--- config.mk ---
export PLATFORM = sky130hd
export DESIGN_NAME = pc_gen
export DESIGN_NICKNAME = d
export VERILOG_FILES = /design/src/rtl/pc_pkg.sv /design/src/rtl/pc_ras.sv /design/src/rtl/pc_gen.sv
export SDC_FILE = /design/constraint.sdc
export NUM_CORES = 1
export LEC_CHECK = 0
export BUFFER_PORTS_ARGS = -buffer_cell sky130_fd_sc_hd__buf_2
export CORE_MARGIN = 8
export CORE_UTILIZATION = 50
export DETAILED_ROUTE_END_ITERATION = 7
export PLACE_DENSITY = 0.79
export SYNTH_ARGS = -nofsm -noshare
export SYNTH_HDL_FRONTEND = slang
export SYNTH_HIERARCHICAL = 1
export SYNTH_SLANG_ARGS = --single-unit
--- constraint.sdc ---
create_clock -name clk -period 2.4 [get_ports clk]
set_input_delay 0.36 -clock clk [delete_from_list [all_inputs] [get_ports clk]]
set_output_delay 0.36 -clock clk [all_outputs]
set_load 0.02 [all_outputs]
--- src/rtl/pc_pkg.sv ---
// Shared definitions for the fetch-PC generator: sequencing state encoding and default vectors.
package pc_pkg;

  typedef enum logic [1:0] {
    PCS_BOOT = 2'd0,
    PCS_RUN  = 2'd1,
    PCS_HALT = 2'd2
  } pc_state_e;

  localparam logic [31:0] PC_DEF_START_ADDR = 32'h0000_3000;
  localparam logic [31:0] PC_DEF_EXC_ADDR   = 32'h0000_4180;

endpackage

--- src/rtl/pc_ras.sv ---
// Circular return-address stack: push overwrites the oldest entry when full, clear empties it.
module pc_ras #(
  parameter int W     = 30,
  parameter int DEPTH = 4
) (
  input  logic         clk,
  input  logic         reset,
  input  logic         push,
  input  logic         pop,
  input  logic         clear,
  input  logic [W-1:0] push_data,
  output logic [W-1:0] top,
  output logic         empty
);

  localparam int PTR_W = $clog2(DEPTH);
  localparam logic [PTR_W:0] DEPTH_C = (PTR_W+1)'(DEPTH);

  logic [PTR_W-1:0] ptr_q, ptr_d, wr_idx_s;
  logic [PTR_W:0]   cnt_q, cnt_d;
  logic             wr_en_s;
  logic [W-1:0]     mem_q [DEPTH];

  // pointer/count update; simultaneous push+pop rewrites the top slot in place
  always_comb begin
    ptr_d    = ptr_q;
    cnt_d    = cnt_q;
    wr_en_s  = 1'b0;
    wr_idx_s = ptr_q;
    if (clear) begin
      cnt_d = {(PTR_W+1){1'b0}};
    end else if (push && pop) begin
      wr_en_s = 1'b1;
    end else if (push) begin
      ptr_d    = ptr_q + PTR_W'(1'b1);
      wr_idx_s = ptr_q + PTR_W'(1'b1);
      wr_en_s  = 1'b1;
      if (cnt_q != DEPTH_C) begin
        cnt_d = cnt_q + (PTR_W+1)'(1'b1);
      end else begin
        cnt_d = cnt_q;
      end
    end else if (pop) begin
      ptr_d = ptr_q - PTR_W'(1'b1);
      cnt_d = cnt_q - (PTR_W+1)'(1'b1);
    end else begin
      cnt_d = cnt_q;
    end
  end

  // control state registers
  always_ff @(posedge clk) begin
    if (!reset) begin
      ptr_q <= {PTR_W{1'b0}};
      cnt_q <= {(PTR_W+1){1'b0}};
    end else begin
      ptr_q <= ptr_d;
      cnt_q <= cnt_d;
    end
  end

  // entry storage carries no reset; count alone defines validity
  always_ff @(posedge clk) begin
    if (wr_en_s) begin
      mem_q[wr_idx_s] <= push_data;
    end
  end

  assign top   = mem_q[ptr_q];
  assign empty = (cnt_q == {(PTR_W+1){1'b0}});

endmodule

--- src/rtl/pc_gen.sv ---
// Fetch-PC generator: priority next-PC select with BOOT/RUN/HALT sequencing.
// Optional return-address stack enabled by defining PC_RAS_EN.
module pc_gen
  import pc_pkg::*;
#(
  parameter int              ADDR_W     = 32,
  parameter logic [ADDR_W-1:0] START_ADDR = ADDR_W'(PC_DEF_START_ADDR),
  parameter logic [ADDR_W-1:0] EXC_ADDR   = ADDR_W'(PC_DEF_EXC_ADDR),
  parameter int              RAS_DEPTH  = 4
) (
  input  logic              clk,
  input  logic              reset,
  input  logic              PCWrite,
  input  logic              redirect,
  input  logic [ADDR_W-3:0] redirect_pc,
  input  logic              exc,
  input  logic              halt,
  input  logic              call,
  input  logic              ret,
  output logic [ADDR_W-3:0] PC,
  output logic              pc_valid,
  output logic              halted,
  output logic              wrap_err
);

  localparam int PC_W = ADDR_W - 2;
  localparam logic [PC_W-1:0] START_PC = START_ADDR[ADDR_W-1:2];
  localparam logic [PC_W-1:0] EXC_PC   = EXC_ADDR[ADDR_W-1:2];

  pc_state_e       state_q, state_d;
  logic [PC_W-1:0] pc_q, pc_d, pc_inc_s, ras_top_s;
  logic            valid_q, valid_d, halted_q, halted_d, wrap_q, wrap_d;
  logic            ras_push_s, ras_pop_s, ras_clear_s, ras_empty_s;

  assign pc_inc_s = pc_q + PC_W'(1'b1);

`ifdef PC_RAS_EN
  pc_ras #(
    .W    (PC_W),
    .DEPTH(RAS_DEPTH)
  ) u_ras (
    .clk      (clk),
    .reset    (reset),
    .push     (ras_push_s),
    .pop      (ras_pop_s),
    .clear    (ras_clear_s),
    .push_data(pc_inc_s),
    .top      (ras_top_s),
    .empty    (ras_empty_s)
  );
`else
  logic unused_ras_s;
  assign ras_empty_s  = 1'b1;
  assign ras_top_s    = {PC_W{1'b0}};
  assign unused_ras_s = ras_push_s ^ ras_pop_s ^ ras_clear_s;
`endif

  // next-state / next-PC selection
  always_comb begin
    state_d     = state_q;
    pc_d        = pc_q;
    wrap_d      = wrap_q;
    ras_push_s  = 1'b0;
    ras_pop_s   = 1'b0;
    ras_clear_s = 1'b0;
    case (state_q)
      PCS_BOOT: begin
        state_d = PCS_RUN;
      end
      PCS_RUN: begin
        if (exc) begin
          pc_d        = EXC_PC;
          ras_clear_s = 1'b1;
        end else if (redirect) begin
          pc_d = redirect_pc;
        end else if (!PCWrite) begin
          pc_d = pc_q;
        end else if (halt) begin
          state_d = PCS_HALT;
        end else begin
          ras_push_s = call;
          if (ret && !ras_empty_s) begin
            pc_d      = ras_top_s;
            ras_pop_s = 1'b1;
          end else begin
            pc_d = pc_inc_s;
            if (pc_q == {PC_W{1'b1}}) begin
              wrap_d = 1'b1;
            end else begin
              wrap_d = wrap_q;
            end
          end
        end
      end
      PCS_HALT: begin
        if (exc) begin
          pc_d        = EXC_PC;
          ras_clear_s = 1'b1;
          state_d     = PCS_RUN;
        end else if (redirect) begin
          pc_d    = redirect_pc;
          state_d = PCS_RUN;
        end else begin
          state_d = PCS_HALT;
        end
      end
      default: begin
        state_d = PCS_BOOT;
      end
    endcase
    valid_d  = (state_d == PCS_RUN);
    halted_d = (state_d == PCS_HALT);
  end

  // state and registered outputs
  always_ff @(posedge clk) begin
    if (!reset) begin
      state_q  <= PCS_BOOT;
      pc_q     <= START_PC;
      valid_q  <= 1'b0;
      halted_q <= 1'b0;
      wrap_q   <= 1'b0;
    end else begin
      state_q  <= state_d;
      pc_q     <= pc_d;
      valid_q  <= valid_d;
      halted_q <= halted_d;
      wrap_q   <= wrap_d;
    end
  end

  assign PC       = pc_q;
  assign pc_valid = valid_q;
  assign halted   = halted_q;
  assign wrap_err = wrap_q;

endmodule
==> results of run 1 <==
[layout by cell type (no fill, tap or decap), types with 9 or more instances in the layout]
cell and count:
buf_4 16, dfxtp_1 35, buf_2 68, nor2_1 29, a21oi_1 15, o221a_2 9, o21ai_0 15, nor3_1 10
nand3_1 13, nand2_1 20, nand4_1 14, and3_1 9
[path summary, 6_finish.rpt]
path / from / to / slack, ps / cells past startpoint
worst min register to register: wrap_err / wrap_err / 480 / 1
worst max register to register: PC[3] / PC[23] / 370 / 5
worst max-delay path: PC[3] / PC[23] / 370 / 5
worst min-delay path: redirect_pc[26] / PC[26] / 280 / 3
[final cells by class]
cell class / count / share of cell area
inverter: 3 / 0.00408
sequential: 35 / 0.254
multi-input combinational: 218 / 0.515
tap: 52 / 0.0236
timing repair buffer: 85 / 0.174
clock inverter: 1 / 0.00181
clock buffer: 7 / 0.0276
[metal layers]
layer,vias up,GRT usage
met5,-,0
met4,0,0.0707
met3,9,0.0314
met2,97,0.313
met1,1143,0.250
li1,1214,-
[per-stage QoR]
stage          instance area (sq um)   util  hold slack [ps]
3_5_place_dp                    2680  0.620              462
5_1_grt                         2760  0.639              291
3_3_place_gp                    2680  0.620              445
4_1_cts                         2760  0.639              282
6_report                        2760  0.639              280
2_1_floorplan                   2210      -              482
[worst reg2reg max path: cells and delay by family, from the launching register on]
family	cells	cell delay [ps]
AND/OR/NAND/NOR	5	1510
flip-flops	1	460
[power breakdown]
part | internal (mW) | leakage (nW) | switching [mW]
Combinational | 0.113 | 0.908 | 0.153
Sequential | 0.611 | 0.286 | 0.0402
Clock | 0.204 | 0.0422 | 0.213
Total | 0.928 | 1.24 | 0.406
[flip-flops by register name (all words and copies together), names as in the netlist]
signal and count:
PC 30, state_q 2, halted 1, pc_valid 1, wrap_err 1
[cells by family (layout without fill, tap and decap cells)]
group / Yosys count / in the layout
and+or+nand+nor: 126 / 126
AOI/OAI and AO/OA: 85 / 85
DFF: 35 / 35
buffers and inverters: 22 / 96
xor gates and xnor gates: 4 / 4
muxes: 2 / 2
adders and majority gates: 1 / 1
==> flow_summary.yaml, run 1 <==
place:
  dp_slack_ps: 344
  numPortBuffers: 68
  place_inst: 393
  place_hpwl_mm: 4.88
  place_congestion: 0.864
worst_setup_path:
  cp-start-kind: "flip-flop"
  worst-setup-path-type: "flip-flop to flip-flop"
  critPathTopFamily: "simple AND/OR/NAND/NOR gates"
  cp-end-kind: "flip-flop"
  cp_cell_sequence: "nand4_1 > nor4_4 > nand2_1 > or3_1 > nand3_1"
  cp_max_fo: 7
  max_stage_delay_ps: 580
  critPathRequiredTime_ps: 2630
  arrival_ps: 2260
  cp_slowest_cell: "nor4_4"
  crit_buf_inv: 0
synthesis:
  synth.ff_latch_count: 35
  ys_top_cells_by_count: "35 x dfxtp_1, 31 x nor2_1, 20 x nand2_1"
  synthesis.nets: 314
  synth_area_sq_um: 2210
  ys.flop_type: "dfxtp_1"
  synth_edf_count: 0
  synthArstFlopShare: 0
  synth-simple-area-share: 0.329
  synth_adder_area_share: 0.00565
  ys_top_cells_by_area: "dfxtp_1 32%, nor2_1 5.3%, o221a_2 4.6%"
  synth_compound_area_frac: 0.280
  ys_types: 54
  synth_top_cell_area_share: 0.316
  yosysMostFrequentCell: "dfxtp_1"
  synthCells: 275
  synth_top_cell_by_area: "dfxtp_1"
  ys_seq_area_frac: 0.316
  synth_top_family_by_area: "simple AND/OR/NAND/NOR gates"
  synth_xor_area_frac: 0.0158
  synth_mux_area_frac: 0.00904
  avgSynthCellArea_sq_um: 8.05
  yosys_warnings: 6
timing:
  drv_slew: 0
  slew_headroom: 0.616
  finalCritPeriodShare: 0.846
  timing.fmax_mhz: 492
  hold_violations: 0
  skew_ps: 13.9
  fin_ws_ps: 369
  setup_viol: 0
  fin_setup_tns_ps: 0
  period_minus_slack_ps: 2030
  rsz0062_at_grt: "false"
  worst_slew_pin_slew_ps: 576
final_layout:
  fin_nets: 387
  n_fill_cell: 392
  drive_gt1_frac: 0.315
  seqCellArea_sq_um: 701
  multi_input_area_sq_um: 1420
  area_growth_syn_to_layout_pct: 24.7
  stdcell_count: 401
  antennaDiodeCount: 0
grt:
  grt_max_degree: 20
  grt_pass1_wl_mm: 10.5
  grt-ovfl-total: 0
  grt_pass1_vias: 2232
  grt_usage: 0.193
  antenna_found_initial: 0
detailed_routing:
  topRoutingLayerUsed: "met4"
  route.met3.wl_um: 432
  post-route-drc-count: 0
  wl_met1_mm: 2.85
  vias: 2463
  drt_first_iter_violations: 236
  first_pass_iters: 4
  routed_via_density: 6.14
  ant_nets: 0
  wl_mm: 6.53
  wl_per_cell_um: 16.3
  dr_wl_met2_mm: 3.16
floorplan:
  die_x_um: 82.6
  die_h_um: 82.6
  initial_core_util: 0.512
  num_rows: 24
  core_sq_um: 4320
  die_area_sq_um: 6810
  ioPinCount: 71
clock_tree:
  cts_hold_buf: 0
  cts-root-buf: "clkbuf_8"
  clk_pin_slew_worst_paths_ps: 80
  post_cts_resized: 0
  cts_made_buffers: 5
  clk_path_buf_depth: 2
  ctsHtreeMaxLevel: 2
  postCtsSetupRepairBufs: 0
  cts_tree: "built"
  clock_sinks: 35
  clock_latency_ps: 300
job:
  drv_cap: 0
power_and_ir_drop:
  pwr_density_cell_nw_per_um2: 483
  vdd_ir_drop_max_uv: 262
  total_power_mw: 1.33
  p_leak_nw: 1.24
run_status:
  status: "finished, final reports clean"
worst_hold_path:
  hp-class: "input pin to flip-flop"
Note: power is estimated with default switching activity, not from simulation.
==> run 2: changes to the inputs <==
==> constraint.sdc (replaced) <==
create_clock -name clk -period 2.1 [get_ports clk]
set_input_delay 0.315 -clock clk [delete_from_list [all_inputs] [get_ports clk]]
set_output_delay 0.315 -clock clk [all_outputs]
set_load 0.02 [all_outputs]
==> flow_summary.yaml, run 2 (synthesized netlist as in run 1, its figures left out) <==
worst_hold_path:
  hp-class: "input pin to flip-flop"
  min_from: "redirect_pc[28]"
  holdPathEnd: "PC[28]"
  min_path_cells: 3
worst_setup_path:
  arrival_ps: 2160
  worst-r2r-cell-count: 6
  cp-end-kind: "flip-flop"
  worst-setup-path-type: "flip-flop to flip-flop"
  cp-start-kind: "flip-flop"
  r2r_slack_ps: 170
  rr_startpoint: "PC[8]"
  critPathRequiredTime_ps: 2330
  reg2reg_to: "PC[26]"
  cp_max_fo: 8
floorplan:
  core_sq_um: 4320
  die_area_sq_um: 6810
  ioPinCount: 71
  initial_core_util: 0.512
  die_h_um: 82.6
  num_rows: 24
  die_x_um: 82.6
final_layout:
  stdcell_count: 410
  n_fill_cell: 383
  antennaDiodeCount: 0
  largest_register_ffs: 30
  mostFrequentLayoutCells: "68 x buf_2, 35 x dfxtp_1, 29 x nor2_1, 25 x buf_4, 20 x nand2_1"
  mostFrequentLayoutCell: "buf_2"
  drive_gt1_frac: 0.338
  area_growth_syn_to_layout_pct: 29.4
  fin_nets: 396
power_and_ir_drop:
  pwr_density_cell_nw_per_um2: 593
  vdd_ir_drop_max_uv: 343
  p_leak_nw: 1.30
timing:
  hold_violations: 0
  finalCritPeriodShare: 0.919
  fin_setup_tns_ps: 0
  skew_ps: 7.41
  drv_slew: 0
  setup_viol: 0
  period_minus_slack_ps: 1930
  rsz0062_at_grt: "false"
  timing.fmax_mhz: 518
  worst_slew_pin_slew_ps: 449
  slew_headroom: 0.700
place:
  place_congestion: 0.872
  place_hpwl_mm: 5.05
  numPortBuffers: 68
  place_inst: 400
grt:
  grt-ovfl-total: 0
  grt_pass1_vias: 2336
  antenna_found_initial: 0
  grt_usage: 0.195
  grt_pass1_wl_mm: 10.6
  grt_max_degree: 30
clock_tree:
  post_cts_resized: 0
  cts-root-buf: "clkbuf_8"
  clk_path_buf_depth: 2
  clk_pin_slew_worst_paths_ps: 80
  clock_latency_ps: 290
  cts_tree: "built"
  clock_sinks: 35
  cts_made_buffers: 5
  ctsHtreeMaxLevel: 2
detailed_routing:
  first_pass_iters: 4
  vias: 2499
  routed_via_density: 6.10
  wl_mm: 6.66
  wl_per_cell_um: 16.2
  post-route-drc-count: 0
  drt_first_iter_violations: 185
  ant_nets: 0
job:
  drv_cap: 0
run_status:
  status: "finished, final reports clean"
==> run 2: cell count changes in the layout (fill, tap and decap cells not counted), sizes merged <==
cell / before / now
buf: 85 / 94
clkbuf: 7 / 6
bufinv: 0 / 1
==> run 2: final cells by class <==
type / count / area, sq um / share of cell area
Clock inverter: 2 / 35.0 / 0.0122
Clock buffer: 6 / 82.6 / 0.0288
Sequential cell: 35 / 701 / 0.245
Inverter: 3 / 11.3 / 0.00393
Tap cell: 52 / 65.1 / 0.0227
Multi-Input combinational cell: 218 / 1420 / 0.497
Timing Repair Buffer: 94 / 548 / 0.191
==> run 2: worst max-delay path by stage <==
stage | end | slack, ps | startpoint | cells after the start
floorplan | PC[14] | 80 | PC[0] | 7
global placement | PC[26] | 160 | PC[1] | 7
detailed placement | PC[26] | 120 | PC[1] | 7
CTS | PC[26] | 100 | PC[1] | 7
global route | PC[20] | 50 | PC[8] | 6
finish | PC[26] | 170 | PC[8] | 6
==> run 2: through the flow <==
stage / hold slack (ps) / cell area, sq um / setup WS (ps) / utilization / total power [mW]
floorplan: 437 / 2210 / 79.7 / - / 0.937
global placement: 447 / 2730 / 157 / 0.632 / 1.06
detailed placement: 453 / 2730 / 123 / 0.632 / 1.07
CTS: 224 / 2850 / 96.0 / 0.659 / 1.71
global route: 229 / 2870 / 53.2 / 0.663 / 1.77
finish: 227 / 2870 / 170 / 0.663 / 1.70
==> run 2: power by group <==
part / leakage [nW] / internal, mW / switching, mW
Sequential: 0.286 / 0.698 / 0.0413
Clock: 0.0612 / 0.384 / 0.256
Combinational: 0.953 / 0.137 / 0.182
==> run 2: per-layer routing <==
metal	up-vias	track usage	share of wire
met2	76	0.330	0.49
li1	1224	-	-
met3	6	0.0498	0.067
met1	1193	0.240	0.43
met4	0	0.0500	0.0083
met5	-	0	0
==> run 2: critical path, stage by stage (launching register included) <==
cell      delay (ps)
dfxtp_1          390
nand3_1          310
nor4_4           410
buf_4            220
nand3b_4          90
or3b_1           370
nand3_1           80
==> run 2: timing repair <==
action / CTS / global route
hold buffers: 0 / 0
setup buffers: 0 / 2
endpoints found under the setup margin: 0 / 3
==> run 3: changes to the inputs <==
--- a/config.mk
+++ b/config.mk
@@ -10,6 +10,7 @@
 export CORE_UTILIZATION = 50
 export DETAILED_ROUTE_END_ITERATION = 7
 export PLACE_DENSITY = 0.79
+export SETUP_SLACK_MARGIN = 0.4
 export SYNTH_ARGS = -nofsm -noshare
 export SYNTH_HDL_FRONTEND = slang
 export SYNTH_HIERARCHICAL = 1
==> flow_summary.yaml, run 3 (synthesized netlist as in run 1, its figures left out) <==
timing:
  setup_viol: 0
  worst_slew_pin_slew_ps: 357
  rsz0062_at_grt: "true"
  fin_setup_tns_ps: 0
  skew_ps: 6.18
  finalCritPeriodShare: 0.825
  drv_slew: 0
  slew_headroom: 0.761
  period_minus_slack_ps: 1730
  hold_violations: 0
  timing.fmax_mhz: 578
worst_setup_path:
  cp-end-kind: "flip-flop"
  arrival_ps: 1980
  cp-start-kind: "flip-flop"
  critPathRequiredTime_ps: 2350
  worst-setup-path-type: "flip-flop to flip-flop"
  cp_max_fo: 5
floorplan:
  num_rows: 24
  die_area_sq_um: 6810
  initial_core_util: 0.512
  ioPinCount: 71
  die_x_um: 82.6
  core_sq_um: 4320
  die_h_um: 82.6
clock_tree:
  cts_made_buffers: 5
  clock_sinks: 35
  clk_path_buf_depth: 2
  clock_latency_ps: 300
  cts_hold_buf: 0
  cts-root-buf: "clkbuf_8"
  clk_pin_slew_worst_paths_ps: 70
  cts_tree: "built"
  ctsHtreeMaxLevel: 2
final_layout:
  stdcell_count: 412
  fin_nets: 398
  antennaDiodeCount: 0
  area_growth_syn_to_layout_pct: 36.8
  post-route-util: 0.701
  mostFrequentLayoutCells: "68 x buf_2, 27 x nor2_1, 23 x buf_4, 20 x nand2_1, 19 x dfxtp_1"
  drive_gt1_frac: 0.425
  mostFrequentLayoutCell: "buf_2"
  largest_register_ffs: 30
grt:
  grt_usage: 0.210
  grt_pass1_wl_mm: 11.4
  grt-ovfl-total: 0
  antenna_found_initial: 0
  grt_pass1_vias: 2345
  grt_max_degree: 30
power_and_ir_drop:
  pwr_density_cell_nw_per_um2: 517
  vdd_ir_drop_max_uv: 356
  p_leak_nw: 1.33
detailed_routing:
  ant_nets: 0
  wl_per_cell_um: 17.1
  post-route-drc-count: 0
  drt_first_iter_violations: 207
  first_pass_iters: 4
  wl_mm: 7.06
  vias: 2506
  routed_via_density: 6.08
place:
  numPortBuffers: 68
  place_hpwl_mm: 4.84
  place_inst: 391
  place_congestion: 0.843
run_status:
  status: "finished, final reports clean"
job:
  drv_cap: 0
worst_hold_path:
  hp-class: "input pin to flip-flop"
## run 3: path summary, 6_finish.rpt
kind,cells past startpoint,from,slack [ps],endpoint
setup / recovery,7,PC[1],370,PC[16]
hold reg to reg,1,wrap_err,480,wrap_err
setup reg to reg,7,PC[1],370,PC[16]
hold / removal,3,redirect_pc[18],220,PC[18]
## run 3: worst max-delay path, stage by stage (launching register included)
cell	delay [ps]
dfxtp_4	380
ha_4	160
nand4_4	120
nor4_4	290
buf_6	180
or2b_1	240
a21oi_2	120
o221a_2	190
## run 3: final cells by class
cell class	count	area [sq um]
multi-input combinational	218	1550
fill	365	1290
sequential	35	728
clock buffer	6	72.6
timing repair buffer	96	596
clock inverter	2	7.51
tap	52	65.1
inverter	3	11.3
## run 3: routing by layer
metal | part of all wire | vias up | track usage | wire length, um
li1 | - | 1236 | - | -
met1 | 0.42 | 1171 | 0.265 | 2990
met2 | 0.49 | 94 | 0.338 | 3480
met3 | 0.075 | 5 | 0.0606 | 529
met4 | 0.0081 | 0 | 0.0638 | 57
met5 | 0 | - | 0 | 0
## run 3: where the power goes
part | internal, mW | total [mW] | switching [mW] | leakage (nW)
Combinational | 0.146 | 0.331 | 0.185 | 0.995
Clock | 0.226 | 0.484 | 0.257 | 0.0403
Sequential | 0.700 | 0.753 | 0.0523 | 0.293
## run 3: what timing repair did
item	in CTS	in global routing
setup endpoints to repair	14	24
gates resized for setup	10	30
pin swaps	3	16
setup buffers	7	5
gates cloned	1	0
## run 3: metrics by stage
stage	area [sq um]	worst slack, ps	hold slack [ps]	total power [mW]
after floorplan	2270	360	437	0.942
after global placement	2730	288	445	1.07
after detailed placement	2730	281	468	1.07
after CTS	2900	401	227	1.56
after global routing	3030	286	259	1.63
final	3030	368	223	1.57
